===== src/rtl/pcileech_tlp_pkg.sv =====
// Shared TLP constants, MSI source state encoding and beat container.
package pcileech_tlp_pkg;

  localparam logic [7:0] TLP_FMTTYPE_MWR32 = 8'h40;
  localparam logic [7:0] TLP_FMTTYPE_MWR64 = 8'h60;
  localparam logic [3:0] TLP_BE_FIRST_ALL  = 4'hF;
  localparam logic [9:0] TLP_LEN_1DW       = 10'd1;

  typedef enum logic [1:0] {IDLE, ARMED, BEAT1, HOLD} msi_state_t;

  typedef struct packed {
    logic [127:0] data;
    logic [3:0]   keepdw;
  } tlp_beat_t;

  // Header DW0 for a single-DW memory write: {fmt/type, reserved, length}.
  function automatic logic [31:0] mwr_dw0(input logic [7:0] fmttype);
    return {fmttype, 14'h0, TLP_LEN_1DW};
  endfunction

endpackage


===== src/rtl/pcileech_tlp_if.sv =====
// 128-bit TLP AXI-stream bundle; has_data lets the TX mux arbitrate ahead of tvalid.
interface IfAXIS128;
  logic [127:0] tdata;
  logic [3:0]   tkeepdw;
  logic         tlast;
  logic [8:0]   tuser;
  logic         tvalid;
  logic         has_data;
  logic         tready;

  modport source(output tdata, tkeepdw, tlast, tuser, tvalid, has_data, input tready);
  modport sink(input tdata, tkeepdw, tlast, tuser, tvalid, has_data, output tready);
endinterface


===== src/rtl/pcileech_tlp_mwr_hdr_build.sv =====
// Combinational builder for the beats of a 1-DW MSI memory write (3DW or 4DW header).
module pcileech_tlp_mwr_hdr_build
  import pcileech_tlp_pkg::*;
(
  input  logic        kind64,
  input  logic [15:0] pcie_id,
  input  logic [7:0]  tag,
  input  logic [63:2] addr,
  input  logic [31:0] data,
  output tlp_beat_t   beat0,
  output tlp_beat_t   beat1
);

  logic [31:0] dw1;
  logic [31:0] addr_lo;

  assign dw1     = {pcie_id, tag, 4'h0, TLP_BE_FIRST_ALL};
  assign addr_lo = {addr[31:2], 2'b00};

  always_comb begin
    beat0.keepdw = 4'hF;
    beat1.keepdw = 4'h1;
    beat1.data   = {96'h0, data};
    // 4DW header pushes the payload DW into a second beat.
    if (kind64)
      beat0.data = {addr_lo, addr[63:32], dw1, mwr_dw0(TLP_FMTTYPE_MWR64)};
    else
      beat0.data = {data, addr_lo, dw1, mwr_dw0(TLP_FMTTYPE_MWR32)};
  end

endmodule


===== src/rtl/pcileech_tlps128_msi_source.sv =====
// MSI MWr TLP source: counts interrupt requests and emits one TLP per request,
// honouring the TX mux's one-cycle tready-to-beat latency and a post-TLP holdoff.
module pcileech_tlps128_msi_source
  import pcileech_tlp_pkg::*;
#(
  parameter int MAX_PENDING    = 15,
  parameter int HOLDOFF_CYCLES = 16
) (
  input  logic           clk_pcie,
  input  logic           rst,
  input  logic           irq_req,
  input  logic           int_enable,
  input  logic [63:0]    i_addr,
  input  logic [31:0]    i_data,
  input  logic [15:0]    pcie_id,
  IfAXIS128.source       tlps_out,
  output logic [3:0]     pending,
  output logic [15:0]    drop_cnt
);

  localparam int HW = (HOLDOFF_CYCLES > 0) ? $clog2(HOLDOFF_CYCLES + 1) : 1;
  localparam logic [3:0] PEND_MAX = 4'(MAX_PENDING);
  localparam msi_state_t POST_TLP = (HOLDOFF_CYCLES == 0) ? IDLE : HOLD;

  msi_state_t    state, state_nxt;
  logic [63:2]   addr_q;
  logic [31:0]   data_q;
  logic          kind64_q;
  logic [7:0]    tag;
  logic [HW-1:0] hold_cnt;
  logic          accept, load0, load1, load_last, inc, clr_pend;
  tlp_beat_t     beat0, beat1;
  logic          unused_addr_bits;

  assign unused_addr_bits = ^i_addr[1:0];

  pcileech_tlp_mwr_hdr_build u_hdr (
    .kind64  (kind64_q),
    .pcie_id (pcie_id),
    .tag     (tag),
    .addr    (addr_q),
    .data    (data_q),
    .beat0   (beat0),
    .beat1   (beat1)
  );

  always_comb begin
    state_nxt = state;
    accept    = 1'b0;
    load0     = 1'b0;
    load1     = 1'b0;
    case (state)
      IDLE: if (int_enable && pending != 4'd0) begin
        accept    = 1'b1;
        state_nxt = ARMED;
      end
      ARMED: if (tlps_out.tready) begin
        load0     = 1'b1;
        state_nxt = kind64_q ? BEAT1 : POST_TLP;
      end
      BEAT1: if (tlps_out.tready) begin
        load1     = 1'b1;
        state_nxt = POST_TLP;
      end
      HOLD: if (hold_cnt == '0) state_nxt = IDLE;
      default: state_nxt = IDLE;
    endcase
  end

  assign load_last = (load0 && !kind64_q) || load1;
  assign inc       = irq_req && int_enable;
  assign clr_pend  = !int_enable && (state == IDLE || state == HOLD);

  // has_data drops as soon as the tlast beat is loaded so the mux releases us.
  assign tlps_out.has_data = (state == ARMED) || (state == BEAT1);

  always_ff @(posedge clk_pcie) begin
    if (rst) begin
      state    <= IDLE;
      hold_cnt <= '0;
      tag      <= 8'h00;
      addr_q   <= '0;
      data_q   <= '0;
      kind64_q <= 1'b0;
    end else begin
      state <= state_nxt;
      if (state_nxt == HOLD && state != HOLD)
        hold_cnt <= HW'(HOLDOFF_CYCLES);
      else if (state == HOLD && hold_cnt != '0)
        hold_cnt <= hold_cnt - 1'b1;
      if (load_last) tag <= tag + 8'd1;
      if (accept) begin
        addr_q   <= i_addr[63:2];
        data_q   <= i_data;
        kind64_q <= |i_addr[63:32];
      end
    end
  end

  // A request that coincides with a completed TLP nets to no change.
  always_ff @(posedge clk_pcie) begin
    if (rst) begin
      pending  <= 4'd0;
      drop_cnt <= 16'h0;
    end else if (clr_pend) begin
      pending <= 4'd0;
    end else begin
      case ({inc, load_last})
        2'b10: begin
          if (pending >= PEND_MAX) begin
            if (drop_cnt != 16'hFFFF) drop_cnt <= drop_cnt + 16'd1;
          end else begin
            pending <= pending + 4'd1;
          end
        end
        2'b01:   pending <= pending - 4'd1;
        default: ;
      endcase
    end
  end

  always_ff @(posedge clk_pcie) begin
    if (rst) begin
      tlps_out.tvalid  <= 1'b0;
      tlps_out.tlast   <= 1'b0;
      tlps_out.tkeepdw <= 4'h0;
      tlps_out.tdata   <= '0;
      tlps_out.tuser   <= 9'h000;
    end else begin
      tlps_out.tvalid <= load0 || load1;
      if (load0) begin
        tlps_out.tdata   <= beat0.data;
        tlps_out.tkeepdw <= beat0.keepdw;
        tlps_out.tlast   <= !kind64_q;
        tlps_out.tuser   <= 9'h001;
      end else if (load1) begin
        tlps_out.tdata   <= beat1.data;
        tlps_out.tkeepdw <= beat1.keepdw;
        tlps_out.tlast   <= 1'b1;
        tlps_out.tuser   <= 9'h000;
      end
    end
  end

endmodule

===== src/flat_wrapper.sv =====
// flat-port wrapper written by rule: the top's interface ports become plain ports
module pcileech_tlps128_msi_source_flat import pcileech_tlp_pkg::*;
#(
  parameter int MAX_PENDING    = 15,
  parameter int HOLDOFF_CYCLES = 16
)
  (clk_pcie, rst, irq_req, int_enable, i_addr, i_data, pcie_id, pending, drop_cnt, tlps_out_tdata, tlps_out_tkeepdw, tlps_out_tlast, tlps_out_tuser, tlps_out_tvalid, tlps_out_has_data, tlps_out_tready);
  IfAXIS128 tlps_out_i ();
  input  logic clk_pcie;
  input  logic rst;
  input  logic irq_req;
  input  logic int_enable;
  input  logic [63:0] i_addr;
  input  logic [31:0] i_data;
  input  logic [15:0] pcie_id;
  output logic [3:0] pending;
  output logic [15:0] drop_cnt;
  output wire logic [$bits(tlps_out_i.tdata)-1:0] tlps_out_tdata;
  output wire logic [$bits(tlps_out_i.tkeepdw)-1:0] tlps_out_tkeepdw;
  output wire logic [$bits(tlps_out_i.tlast)-1:0] tlps_out_tlast;
  output wire logic [$bits(tlps_out_i.tuser)-1:0] tlps_out_tuser;
  output wire logic [$bits(tlps_out_i.tvalid)-1:0] tlps_out_tvalid;
  output wire logic [$bits(tlps_out_i.has_data)-1:0] tlps_out_has_data;
  input wire logic [$bits(tlps_out_i.tready)-1:0] tlps_out_tready;
  assign tlps_out_tdata = tlps_out_i.tdata;
  assign tlps_out_tkeepdw = tlps_out_i.tkeepdw;
  assign tlps_out_tlast = tlps_out_i.tlast;
  assign tlps_out_tuser = tlps_out_i.tuser;
  assign tlps_out_tvalid = tlps_out_i.tvalid;
  assign tlps_out_has_data = tlps_out_i.has_data;
  assign tlps_out_i.tready = tlps_out_tready;
  pcileech_tlps128_msi_source #(.MAX_PENDING(MAX_PENDING), .HOLDOFF_CYCLES(HOLDOFF_CYCLES)) u_core (.clk_pcie(clk_pcie), .rst(rst), .irq_req(irq_req), .int_enable(int_enable), .i_addr(i_addr), .i_data(i_data), .pcie_id(pcie_id), .tlps_out(tlps_out_i), .pending(pending), .drop_cnt(drop_cnt));
endmodule

===== config.mk =====
export PLATFORM = sky130hd
export DESIGN_NAME = pcileech_tlps128_msi_source_flat
export DESIGN_NICKNAME = d
export VERILOG_FILES = /design/src/rtl/pcileech_tlp_pkg.sv /design/src/rtl/pcileech_tlp_if.sv /design/src/rtl/pcileech_tlp_mwr_hdr_build.sv /design/src/rtl/pcileech_tlps128_msi_source.sv /design/src/flat_wrapper.sv
export SDC_FILE = /design/constraint.sdc
export NUM_CORES = 1
export LEC_CHECK = 0
export ABC_AREA = 1
export BUFFER_PORTS_ARGS = -buffer_cell sky130_fd_sc_hd__buf_2
export CORE_UTILIZATION = 56
export CTS_CLUSTER_DIAMETER = 200
export DETAILED_ROUTE_END_ITERATION = 12
export GPL_ROUTABILITY_DRIVEN = 0
export HOLD_SLACK_MARGIN = 0.12
export PLACE_DENSITY = 0.91
export SLEW_MARGIN = 20
export SYNTH_ARGS = -nofsm -noshare
export SYNTH_HDL_FRONTEND = slang
export SYNTH_SLANG_ARGS = --single-unit

===== constraint.sdc =====
create_clock -name clk_pcie -period 4.4 [get_ports clk_pcie]
set_input_delay 0.66 -clock clk_pcie [delete_from_list [all_inputs] [get_ports clk_pcie]]
set_output_delay 0.66 -clock clk_pcie [all_outputs]
set_load 0.03 [all_outputs]

=== Yosys cells after proc, flatten, opt, wreduce, memory -nomap -nowiden ===
Index checks and enable logic that the tools add are counted.

* Add/sub/neg operators: 5
* Order comparisons: 1
* Equality and inequality tests: 9
* Multiplexer cells: 24
* Bitwise operators: 1
* Reduce and logical (&&, ||, !) cells: 24

{| class="wikitable"
|+ Operators with widths
! operator !! number
|-
| two-way mux 128 bit || 3
|-
| OR reduction 32 bit || 1
|-
| adder 16 x 1 -> 16 bit (second input constant) || 1
|-
| != test 16 bit (second input constant) || 1
|-
| two-way mux 4 bit || 3
|-
| two-way mux 1 bit || 10
|-
| two-way mux 5 bit || 2
|-
| adder 8 x 1 -> 8 bit (second input constant) || 1
|-
| == test 2 bit (second input constant) || 4
|-
| two-way mux 2 bit || 4
|-
| case mux 2 bit (4 select lines) || 1
|-
| case mux 4 bit (2 select lines) || 1
|-
| logical AND 1 bit || 6
|-
| nonzero test 2 bit || 3
|-
| logical NOT 5 bit || 1
|-
| nonzero test 5 bit || 1
|-
| subtractor 5 x 1 -> 5 bit (second input constant) || 1
|-
| adder 4 x 1 -> 4 bit (second input constant) || 1
|-
| == test 2 x 1 -> 1 bit (second input constant) || 2
|-
| greater-or-equal comparator 4 bit (second input constant) || 1
|-
| logical OR 1 bit || 4
|-
| != test 2 bit (second input constant) || 2
|-
| AND reduction 4 bit || 1
|-
| nonzero test 4 bit || 1
|-
| 6 further kinds || 8
|}

* Register bits: 265
* Bits of input ports: 117
* Logic and storage cells: 78

=== Logic depth before layout (Yosys ltp) ===
Gate-level depths: netlist (run 1).

* Depth after elaboration: 7
* Depth in mapped cells: 15
* Depth with buffers taken out: 15

=== Modules after synthesis ===
From an unflattened synthesis (run 1), not the netlist that was laid out.

* Cells, all modules: 2028
* Area total of the unflattened synthesis: 13690.6 um^2

{| class="wikitable"
|+ By module, submodules not included
! module !! times used !! cells an instance !! area an instance (um^2)
|-
| pcileech_tlps128_msi_source || 1 || 1624 || 11352.1
|-
| pcileech_tlp_mwr_hdr_build || 1 || 404 || 2338.5
|}

=== Worst setup path before layout (run 1) ===
Ideal clock, no wire load.

* Kind: reg2reg
* Start point: reg u_core.state[1]
* End point: reg u_core.pending[2]
* Setup time: 109 ps
* Arrival time: 1819 ps
* Required time: 4291 ps
* Path slack: 2472 ps
* Stages on the path, launching flop included: 15
* Path buffers: 0
* Clock period less this slack: 1928 ps
* Path through: dfxtp_1 inv_1 ha_1 nand3_1 nand2_1 nand2_1 xor2_1 inv_1 ha_1 inv_1 o21ai_0 nand2_1 nand3_1 nand2_1 inv_1

* Cells in the longest elaborated chain, start to end: 7

{| class="wikitable"
|+ Ends and longest elaborated chain
! item !! line !! RTL
|-
| start: declaration || pcileech_tlps128_msi_source.sv:25 || <nowiki>msi_state_t state, state_nxt;</nowiki>
|-
| start signal: assignment || pcileech_tlps128_msi_source.sv:86 || <nowiki>state <= state_nxt;</nowiki>
|-
| == test 2 x 1 -> 1 bit || pcileech_tlps128_msi_source.sv:52 || <nowiki>case (state)</nowiki>
|-
| two-way mux 1 bit || pcileech_tlps128_msi_source.sv:52 ||
|-
| logical AND 1 bit || pcileech_tlps128_msi_source.sv:70 || <nowiki>assign load_last = (load0 && !kind64_q) || load1;</nowiki>
|-
| logical OR 1 bit || pcileech_tlps128_msi_source.sv:70 ||
|-
| == test 2 bit / == test 2 x 1 -> 1 bit (equally long branches) || pcileech_tlps128_msi_source.sv:108 || <nowiki>case ({inc, load_last})</nowiki>
|-
| != test 2 bit (no line) / nonzero test 2 bit (equally long branches) || -- ||
|-
| AND reduction 2 bit (no line) || -- ||
|-
| end signal: assignment || pcileech_tlps128_msi_source.sv:113 || <nowiki>pending <= pending + 4'd1;</nowiki>
|-
| end signal: assignment || pcileech_tlps128_msi_source.sv:116 || <nowiki>2'b01: pending <= pending - 4'd1;</nowiki>
|-
| end: declaration || pcileech_tlps128_msi_source.sv:17 || <nowiki>output logic [3:0] pending,</nowiki>
|}

Parallel ways exist; a longest one is shown, timed or not.
A chain may end at the register's enable or synchronous reset.

=== Worst setup path in the final report (run 1) ===
* Start point: reg u_core.state[1]
* End point: reg u_core.tlps_out.tdata[106]

* Cells in the longest elaborated chain, start to end: 3

{| class="wikitable"
|+ Ends and longest elaborated chain
! item !! line !! RTL
|-
| == test 2 x 1 -> 1 bit / == test 2 bit (equally long branches) || pcileech_tlps128_msi_source.sv:52 ||
|-
| two-way mux 1 bit || pcileech_tlps128_msi_source.sv:52 ||
|-
| two-way mux 128 bit / nonzero test 2 bit (equally long branches) || -- ||
|-
| end signal: assignment || pcileech_tlps128_msi_source.sv:132 || <nowiki>tlps_out.tdata <= beat0.data;</nowiki>
|-
| end signal: assignment || pcileech_tlps128_msi_source.sv:137 || <nowiki>tlps_out.tdata <= beat1.data;</nowiki>
|-
| end: declaration || pcileech_tlp_if.sv:11 || <nowiki>modport source(output tdata, tkeepdw, tlast, tuser, tvalid, has_data, input tready);</nowiki>
|}

Parallel ways exist; a longest one is shown, timed or not.

==> results.toml, run 1 <==
[routing]
drt_iter0_markers = 777
antenna_left = 0
wl_um = 29200
vias = 9966
vias_per_cell = 5.58
drcViolationCount = 0
wl_per_cell_um = 16.3
drt-pass1-iter-count = 5

[clocking]
cts_tree = "done"
numCtsBuffers = 26
clock_sinks = 254
holdBufCountCts = 0
clockBufferDepth = 3
htree_num_levels = 1
post_cts_buffers = 0
clk_pin_slew_ns = 0.07
root_buffer = "clkbuf_16"
clk_latency_ns = 0.54
cts_resized = 0

[logic_synthesis]
synth-edff-count = 0
ys_seq_area_share_pct = 49.9
synthArstFlopShare_pct = 0
syn-mean-instance-area_um2 = 7.68
synth_top_area_share_pct = 49.9
yosysUniqueCellTypes = 32
synth_seq_cells = 254
yosysTopAreaCell = "dfxtp_1"
synth_ff_type = "dfxtp_1"
yosysWarningCount = 0
syn-cell-area_mm2 = 0.0102
syn_inst = 1327
synth_area_leaders = "dfxtp_1 50%, nand2_1 16%, a21oi_1 11%"

[layout]
finalNonFillerCells = 1787
final_cell_mix = "433 x nand2_1, 265 x buf_2, 254 x dfxtp_1"
final_common_cell = "nand2_1"
syn2layout_area_growth_pct = 21.9
fin_nets = 1667
drive_above_1_share_pct = 22.7
fin_area_mm2 = 0.0124

[run]
maxCapViolations = 0

[critical_path]
cp-end-kind = "register"
worstSetupPathType = "register to register"
cp_data_arrival_time_ns = 3.71
critPathMaxFanout = 39
crit_required_ns = 4.85
cp-start-kind = "register"

[timing]
tightest_slew_ns = 1.04
period_share_pct = 74.1
min_period_ns = 3.26
setup_viol = 0
hold_slack_ns = 0.367
clock.fmax_mhz = 307
maxSlewViolCount = 0
relSlewSlack_pct = 30.4
final-hold-violation-count = 0
rsz0062_at_grt = "false"
finalSetupTns_ns = 0
finalClockSkew_ns = 0.0126

[status]
status = "finished, final reports clean"

[floorplanning]
row_count = 48
die_y_um = 137
ios = 281
fp.dieW_um = 137
coreArea_mm2 = 0.0175
die_area_mm2 = 0.0187
initial_core_util_pct = 58.1

[global_route]
overflow = 0
antenna_found_initial = 3
grt_max_degree = 100
grt_usage_pct = 30.4
grt_pass1_vias = 8936
grt_pass1_wl_um = 44900

[pwr]
combinationalPowerShare_pct = 7.0
irDropWorstVdd_mv = 0.310
p_sw_share_pct = 23.7
p_clk_share_pct = 47.4
p_sw_w = 0.00126
seqPwrFrac_pct = 45.6
internal_power_w = 0.00404
leakage_nw = 5.10
power_density_mw_per_mm2 = 426

[placed_design]
hpwl_um = 18800
placed_area_mm2 = 0.0114
io_buffers = 266
dpl.cell_count = 1736

[worst_hold_path]
hold_class = "input pin to register"
-- power by group through the flow --
stage	logic, W	registers [W]	clock network, W
finish	0.000373	0.00241	0.00251
global route	0.000410	0.00242	0.00263
CTS	0.000369	0.00241	0.00253
detailed placement	0.000367	0.00246	0
global placement	0.000360	0.00246	0
floorplan	0.000236	0.00246	0
-- flip-flops by register name (all words and copies together), names as in the netlist, 2 cells and up --
| register | cells |
|---|---|
| u_core.drop_cnt | 16 |
| u_core.tag | 8 |
| u_core.state | 2 |
| u_core.data_q | 32 |
| u_core.tlps_out.tdata | 120 |
| u_core.pending | 4 |
| u_core.tlps_out.tkeepdw | 2 |
| u_core.hold_cnt | 5 |
| u_core.addr_q | 62 |
-- cell families (layout without fill, tap and decap cells) --
kind of cell               after synthesis  count (layout)  share of synthesized area [%]
adders and majority gates               11              11                           1.35
other                                    1              15                         0.0368
AOI/OAI and AO/OA                      321             321                           17.6
and+or+nand+nor                        571             571                           23.0
DFF                                    254             254                           49.9
buffers and inverters                  156             377                           7.04
xor gates and xnor gates                13              13                           1.12
-- stage by stage --
| step | total power [W] | util [%] | setup slack (ns) |
|---|---|---|---|
| 4_1_cts | 0.00531 | 70.8 | 1.24 |
| 6_report | 0.00529 | 70.8 | 1.14 |
| 3_5_place_dp | 0.00283 | 65.1 | 1.32 |
| 5_1_grt | 0.00546 | 70.8 | 0.981 |
| 2_1_floorplan | 0.00270 | - | 2.47 |
| 3_3_place_gp | 0.00282 | 65.1 | 1.42 |
-- cells in the mapped netlist (2+ instances only) --
master / n
nor2_8: 2
inv_1: 51
nand2_2: 10
o21ai_0: 17
dfxtp_1: 254
nand2_1: 433
nor4_1: 4
nand3_1: 51
buf_2: 27
nor2_2: 2
clkbuf_1: 53
a22oi_1: 60
buf_6: 2
nor2_1: 45
xor2_1: 11
ha_1: 11
nor3_1: 10
a21oi_1: 234
buf_4: 19
xnor2_1: 2
nand4_1: 9
inv_2: 3
a21oi_2: 8
-- layer usage --
layer / global-route usage, % / part of all wire (%) / vias to the layer above
met3: 5.81 / 8.6 / 76
met1: 39.9 / 42 / 4633
met4: 12.9 / 3.5 / 0
li1: - / - / 4778
met2: 48.9 / 46 / 479
met5: 0 / 0 / -
-- critical path, cell delays in order, from the launching register on --
cell	delay (ns)
dfxtp_1	0.39
inv_1	0.13
ha_1	0.27
nand2_4	0.32
inv_2	0.51
nand2_1	0.17
inv_2	0.42
buf_4	0.50
a22oi_1	0.18
a21oi_1	0.24
-- final timing paths --
path                                                 from                         end  slack, ns  depth (start not counted)
worst max-delay path                      u_core.state[1]  u_core.tlps_out.tdata[106]       1.14                          9
worst min-delay path                           i_addr[16]           u_core.addr_q[16]       0.37                          3
worst max register to register            u_core.state[1]  u_core.tlps_out.tdata[106]       1.14                          9
worst min register to register  u_core.tlps_out.tdata[96]   u_core.tlps_out.tdata[96]       0.46                          2
-- final cells by class --
type                       count  area, µm²
inverter                      54        203
clock inverter                17        289
tap                          225        282
fill                        1336       5110
clock buffer                  31        709
timing repair buffer         275       1410
multi-input combinational    928       4440
sequential                   254       5080
antenna                        3       7.51
No activity file was read; power rests on OpenSTA's default activity.
==> inputs of run 2 (changes only) <==
Settings changed: CORE_UTILIZATION 56 to 47, PLACE_DENSITY 0.91 to 0.82.
Clock period 4.4 ns to 3 ns, I/O delays scaled along.
==> run 2 against run 1 <==
  * Routed wire length down 0.90%
  * Worst hold slack got worse by 0.21 ns
  * Sequential share of layout area decreased by 0.22 points
  * Utilization is 12 points lower
  * Maximum frequency increased by 36%
  * Clock skew increased by 0.014 ns
  * Clock-buffer cell count increased by 5
  * First-iteration DRC count fell by 10%
  * Global-route usage is 5.7 points lower
  * Largest power group is now registers
==> results.toml, run 2 (same netlist as run 1, synthesis figures left out) <==
[status]
status = "finished, final reports clean"

[clocking]
clk_pin_slew_ns = 0.06
cts_tree = "done"
htree_num_levels = 1
cts_resized = 0
clockBufferDepth = 3
numCtsBuffers = 27
post_cts_buffers = 0
clock_sinks = 254
holdBufCountCts = 0
clk_latency_ns = 0.53
root_buffer = "clkbuf_16"

[pwr]
power_density_mw_per_mm2 = 598
combinationalPowerShare_pct = 7.6
internal_power_w = 0.00568
seqPwrFrac_pct = 47.3
finalPower_w = 0.00747
p_clk_share_pct = 45.1
p_sw_share_pct = 24.0
p_sw_w = 0.00179
leakage_nw = 5.12
irDropWorstVdd_mv = 0.385

[critical_path]
critPathMaxFanout = 53
worstSetupPathType = "register to register"
cp-end-kind = "register"
r2r-end = "u_core.tlps_out.tdata[54]"
cp_data_arrival_time_ns = 2.84
r2r_setup_slack_ns = 0.60
crit_required_ns = 3.44
cp-start-kind = "register"
reg2regPathDepth = 8
timing.rr.start = "u_core.state[0]"

[timing]
finalClockSkew_ns = 0.0261
setup_viol = 0
relSlewSlack_pct = 47.6
tightest_slew_ns = 0.786
hold_slack_ns = 0.159
min_period_ns = 2.40
maxSlewViolCount = 0
rsz0062_at_grt = "false"
final-hold-violation-count = 0
period_share_pct = 80.0
finalSetupTns_ns = 0
clock.fmax_mhz = 417

[worst_hold_path]
hold_end = "u_core.addr_q[20]"
min_path_cells = 3
hp-start = "i_addr[20]"
hold_class = "input pin to register"

[floorplanning]
initial_core_util_pct = 48.2
row_count = 53
fp.dieW_um = 149
ios = 281
coreArea_mm2 = 0.0212
die_area_mm2 = 0.0223
die_y_um = 149

[layout]
biggestRegsByFlops = "u_core.tlps_out.tdata (120), u_core.addr_q (62), u_core.data_q (32)"
fin_area_mm2 = 0.0125
drive_above_1_share_pct = 22.7
largest_reg_flops = 120
fillCellCount = 1916
final_cell_mix = "433 x nand2_1, 265 x buf_2, 254 x dfxtp_1"
final_common_cell = "nand2_1"
fin_nets = 1672
top_register = "u_core.tlps_out.tdata"
syn2layout_area_growth_pct = 22.6

[routing]
wl_um = 28900
antenna_left = 0
vias_per_cell = 5.33
drt_iter0_markers = 696
drt-pass1-iter-count = 6
drcViolationCount = 0
vias = 9823
wl_per_cell_um = 15.7

[global_route]
grt_usage_pct = 24.7
grt_pass1_wl_um = 44200
antenna_found_initial = 6
overflow = 0
grt_pass1_vias = 8762
grt_max_degree = 98

[placed_design]
io_buffers = 266
placed_area_mm2 = 0.0116
hpwl_um = 19100

[run]
maxCapViolations = 0
run 2: cell count changes in the layout (fill, tap and decap cells not counted), sizes merged:
cell | before | now
clkinv | 6 | 5
clkbuf | 31 | 36
clkinvlp | 4 | 0
bufinv | 7 | 3
diode | 3 | 6
inv | 54 | 56
buf | 275 | 279
run 2: worst max-delay path by stage:
stage	startpoint	endpoint	slack, ns
floorplan	u_core.state[1]	u_core.pending[2]	1.07
global placement	u_core.state[0]	u_core.tlps_out.tdata[117]	0.73
detailed placement	u_core.state[0]	u_core.tlps_out.tdata[43]	0.62
CTS	u_core.state[0]	u_core.tlps_out.tdata[54]	0.57
global route	u_core.state[0]	u_core.tlps_out.tdata[51]	0.40
finish	u_core.state[0]	u_core.tlps_out.tdata[54]	0.60
run 2: layer usage:
metal | vias to the layer above | GRT usage [%] | share of wire (%)
met4 | 0 | 10.8 | 3.5
met3 | 75 | 3.82 | 6.6
met2 | 435 | 38.5 | 46
met5 | - | 0 | 0
li1 | 4781 | - | -
met1 | 4532 | 33.8 | 44
run 2: power by group through the flow:
stage | Combinational (W) | Sequential, W | Clock (W)
6_report | 0.000564 | 0.00354 | 0.00337
5_1_grt | 0.000617 | 0.00354 | 0.00357
4_1_cts | 0.000563 | 0.00353 | 0.00342
3_5_place_dp | 0.000562 | 0.00361 | 0
3_3_place_gp | 0.000552 | 0.00360 | 0
2_1_floorplan | 0.000346 | 0.00361 | 0
run 2: cell type report:
class                      instances  area (µm²)  area share (%)
clock inverter                    10         133            1.06
clock buffer                      36         769            6.16
tap                              275         344            2.75
timing repair buffer             279        1500            12.0
sequential                       254        5080            40.7
antenna                            6        15.0           0.120
multi-input combinational        928        4440            35.6
inverter                          54         203            1.62
run 2: metrics by stage:
step                util, %  std cells  worst slack [ns]
global route           59.0       1842             0.397
detailed placement     54.7       1790             0.621
CTS                    59.0       1836             0.568
global placement       54.7       1790             0.734
finish                 59.0       1842             0.599
floorplan                 -       1338              1.07
run 2: critical path: stages, from the launching register on:
cell     delay, ns
dfxtp_1       0.38
inv_1         0.13
ha_1          0.25
nand2_2       0.12
inv_2         0.30
nor2_4        0.34
buf_4         0.49
nand2_1       0.13
a21oi_1       0.17
==> inputs of run 3 (changes only) <==
Clock period 3 ns to 2.1 ns, I/O delays scaled along.
==> run 3 against run 2 <==
  * Worst setup slack worse by 0.45 ns
  * Combinational power is 81% higher
  * Non-clock buffer count is 127 higher
  * Worst hold slack better by 0.027 ns
  * Sequential cell count stayed put
  * Largest power group is now the clock network
  * Highest routed layer unchanged
==> results.toml, run 3 (same netlist as run 1, synthesis figures left out) <==
[status]
status = "finished, final reports clean"

[pwr]
seqPwrFrac_pct = 44.4
combinationalPowerShare_pct = 9.0
leakage_nw = 5.73
p_sw_w = 0.00274
p_clk_share_pct = 46.7
p_sw_share_pct = 24.1
irDropWorstVdd_mv = 0.556
power_density_mw_per_mm2 = 823
internal_power_w = 0.00866

[critical_path]
cp_slowest_cell = "dfxtp_2"
cp-startpoint = "u_core.state[1]"
worstSetupPathType = "register to register"
r2r_setup_slack_ns = 0.15
cp-end-kind = "register"
crit_chain = "inv_1, ha_1, nand2_4, nor2_8, nor2_8, nand2_2, nor2_2, nor2b_2, buf_12, nand2_1, a21oi_1"
reg2regPathDepth = 11
critPathMaxFanout = 17
cpPeakStageDelay_ns = 0.37
cp-start-kind = "register"
crit_required_ns = 2.55
cp_data_arrival_time_ns = 2.40
endpoint = "u_core.drop_cnt[14]"
cpMostUsedCell = "nor2_8"
r2r-end = "u_core.drop_cnt[14]"
timing.rr.start = "u_core.state[1]"

[timing]
relSlewSlack_pct = 55.1
maxSlewViolCount = 0
finalClockSkew_ns = 0.0228
period_share_pct = 92.9
min_period_ns = 1.95
setup_viol = 0
final-hold-violation-count = 0
rsz0062_at_grt = "false"
tightest_slew_ns = 0.673
clock.fmax_mhz = 513

[placed_design]
hpwl_um = 19700
dpl.cell_count = 1806
io_buffers = 266

[routing]
wl_met3_um = 2580
met1_length_um = 13600
vias = 10567
wl_um = 33200
vias_per_cell = 5.37
wl_met2_um = 15500
wl_per_cell_um = 16.9
top_layer_used = "met4"
drt-pass1-iter-count = 10
drcViolationCount = 0
antenna_left = 0
drt_iter0_markers = 811

[clocking]
clk_latency_ns = 0.54
numCtsBuffers = 27
root_buffer = "clkbuf_16"
clk_pin_slew_ns = 0.06
clockBufferDepth = 3
clock_sinks = 254
htree_num_levels = 1
cts_tree = "done"

[global_route]
antenna_found_initial = 2
grt_pass1_vias = 9869
grt_pass1_wl_um = 50400
overflow = 0
grt_max_degree = 147
grt_usage_pct = 28.6

[layout]
drive_above_1_share_pct = 22.4
final_cell_mix = "433 x nand2_1, 265 x buf_2, 252 x dfxtp_1"
biggestRegsByFlops = "u_core.tlps_out.tdata (120), u_core.addr_q (62), u_core.data_q (32)"
top_register = "u_core.tlps_out.tdata"
final_common_cell = "nand2_1"
finalNonFillerCells = 1968
fin_util_pct = 65.5
largest_reg_flops = 120
fin_nets = 1799
syn2layout_area_growth_pct = 36.0

[floorplanning]
die_area_mm2 = 0.0223
initial_core_util_pct = 48.2
ios = 281
row_count = 53
die_y_um = 149
fp.dieW_um = 149
coreArea_mm2 = 0.0212

[worst_hold_path]
hold_class = "input pin to register"

[run]
maxCapViolations = 0
run 3: final cells by class:
class	instances	area (µm²)
flip-flops and latches	254	5090
inverters	54	203
well taps	275	344
fillers	1647	7290
diodes	2	5.00
repair buffers	406	2780
clock buffers	35	766
clock inverters	14	235
multi-input cells	928	4440
run 3: stage by stage:
stage	setup TNS, ns	power (W)	worst slack (ns)	hold slack [ns]	cell area [µm²]
global placement	0	0.00596	0.0645	0.444	11700
CTS	0	0.0114	0.0243	0.165	13800
detailed placement	-0.176	0.00598	-0.0651	0.449	11700
floorplan	0	0.00566	0.172	0.440	10200
global route	0	0.0117	0.0163	0.218	13900
finish	0	0.0114	0.149	0.186	13900
run 3: worst max-delay path, delay by kind of cell (launching register included):
family | cells | cell delay, ns
simple gates | 7 | 0.87
flops | 1 | 0.37
buf+inv | 2 | 0.26
fa+ha+maj | 1 | 0.25
compound gates | 1 | 0.13
run 3: repair_timing:
action	4_1_cts	5_1_grt
endpoints found under the hold margin	110	0
endpoints found under the setup margin	4	46
pin swaps	0	1
buffers inserted	0	1
cloned	0	0
hold buffers	110	0
gates resized for setup	1	5
run 3: power groups by stage:
stage,registers (W),logic (W),clock network [W]
after floorplan,0.00516,0.000494,0
after global placement,0.00515,0.000805,0
after detailed placement,0.00516,0.000818,0
after CTS,0.00505,0.000986,0.00537
after global routing,0.00507,0.00110,0.00557
final,0.00506,0.00102,0.00532
run 3: worst min-delay path by stage:
stage | end | cells after the start | slack, ns | from
final | u_core.data_q[30] | 4 | 0.19 | rst
after global routing | u_core.kind64_q | 4 | 0.22 | rst
after CTS | u_core.data_q[30] | 4 | 0.17 | rst
after detailed placement | u_core.tlps_out.tdata[43] | 2 | 0.45 | u_core.tlps_out.tdata[43]
after global placement | u_core.tlps_out.tdata[51] | 2 | 0.44 | u_core.tlps_out.tdata[51]
after floorplan | u_core.tlps_out.tdata[64] | 2 | 0.44 | u_core.addr_q[32]
run 3: routing by layer:
metal  global-route usage, %  vias to the layer above
met4                    13.7                        0
met2                    47.1                      573
met5                       0                        -
met3                    4.31                      135
li1                        -                     5032
met1                    36.5                     4827
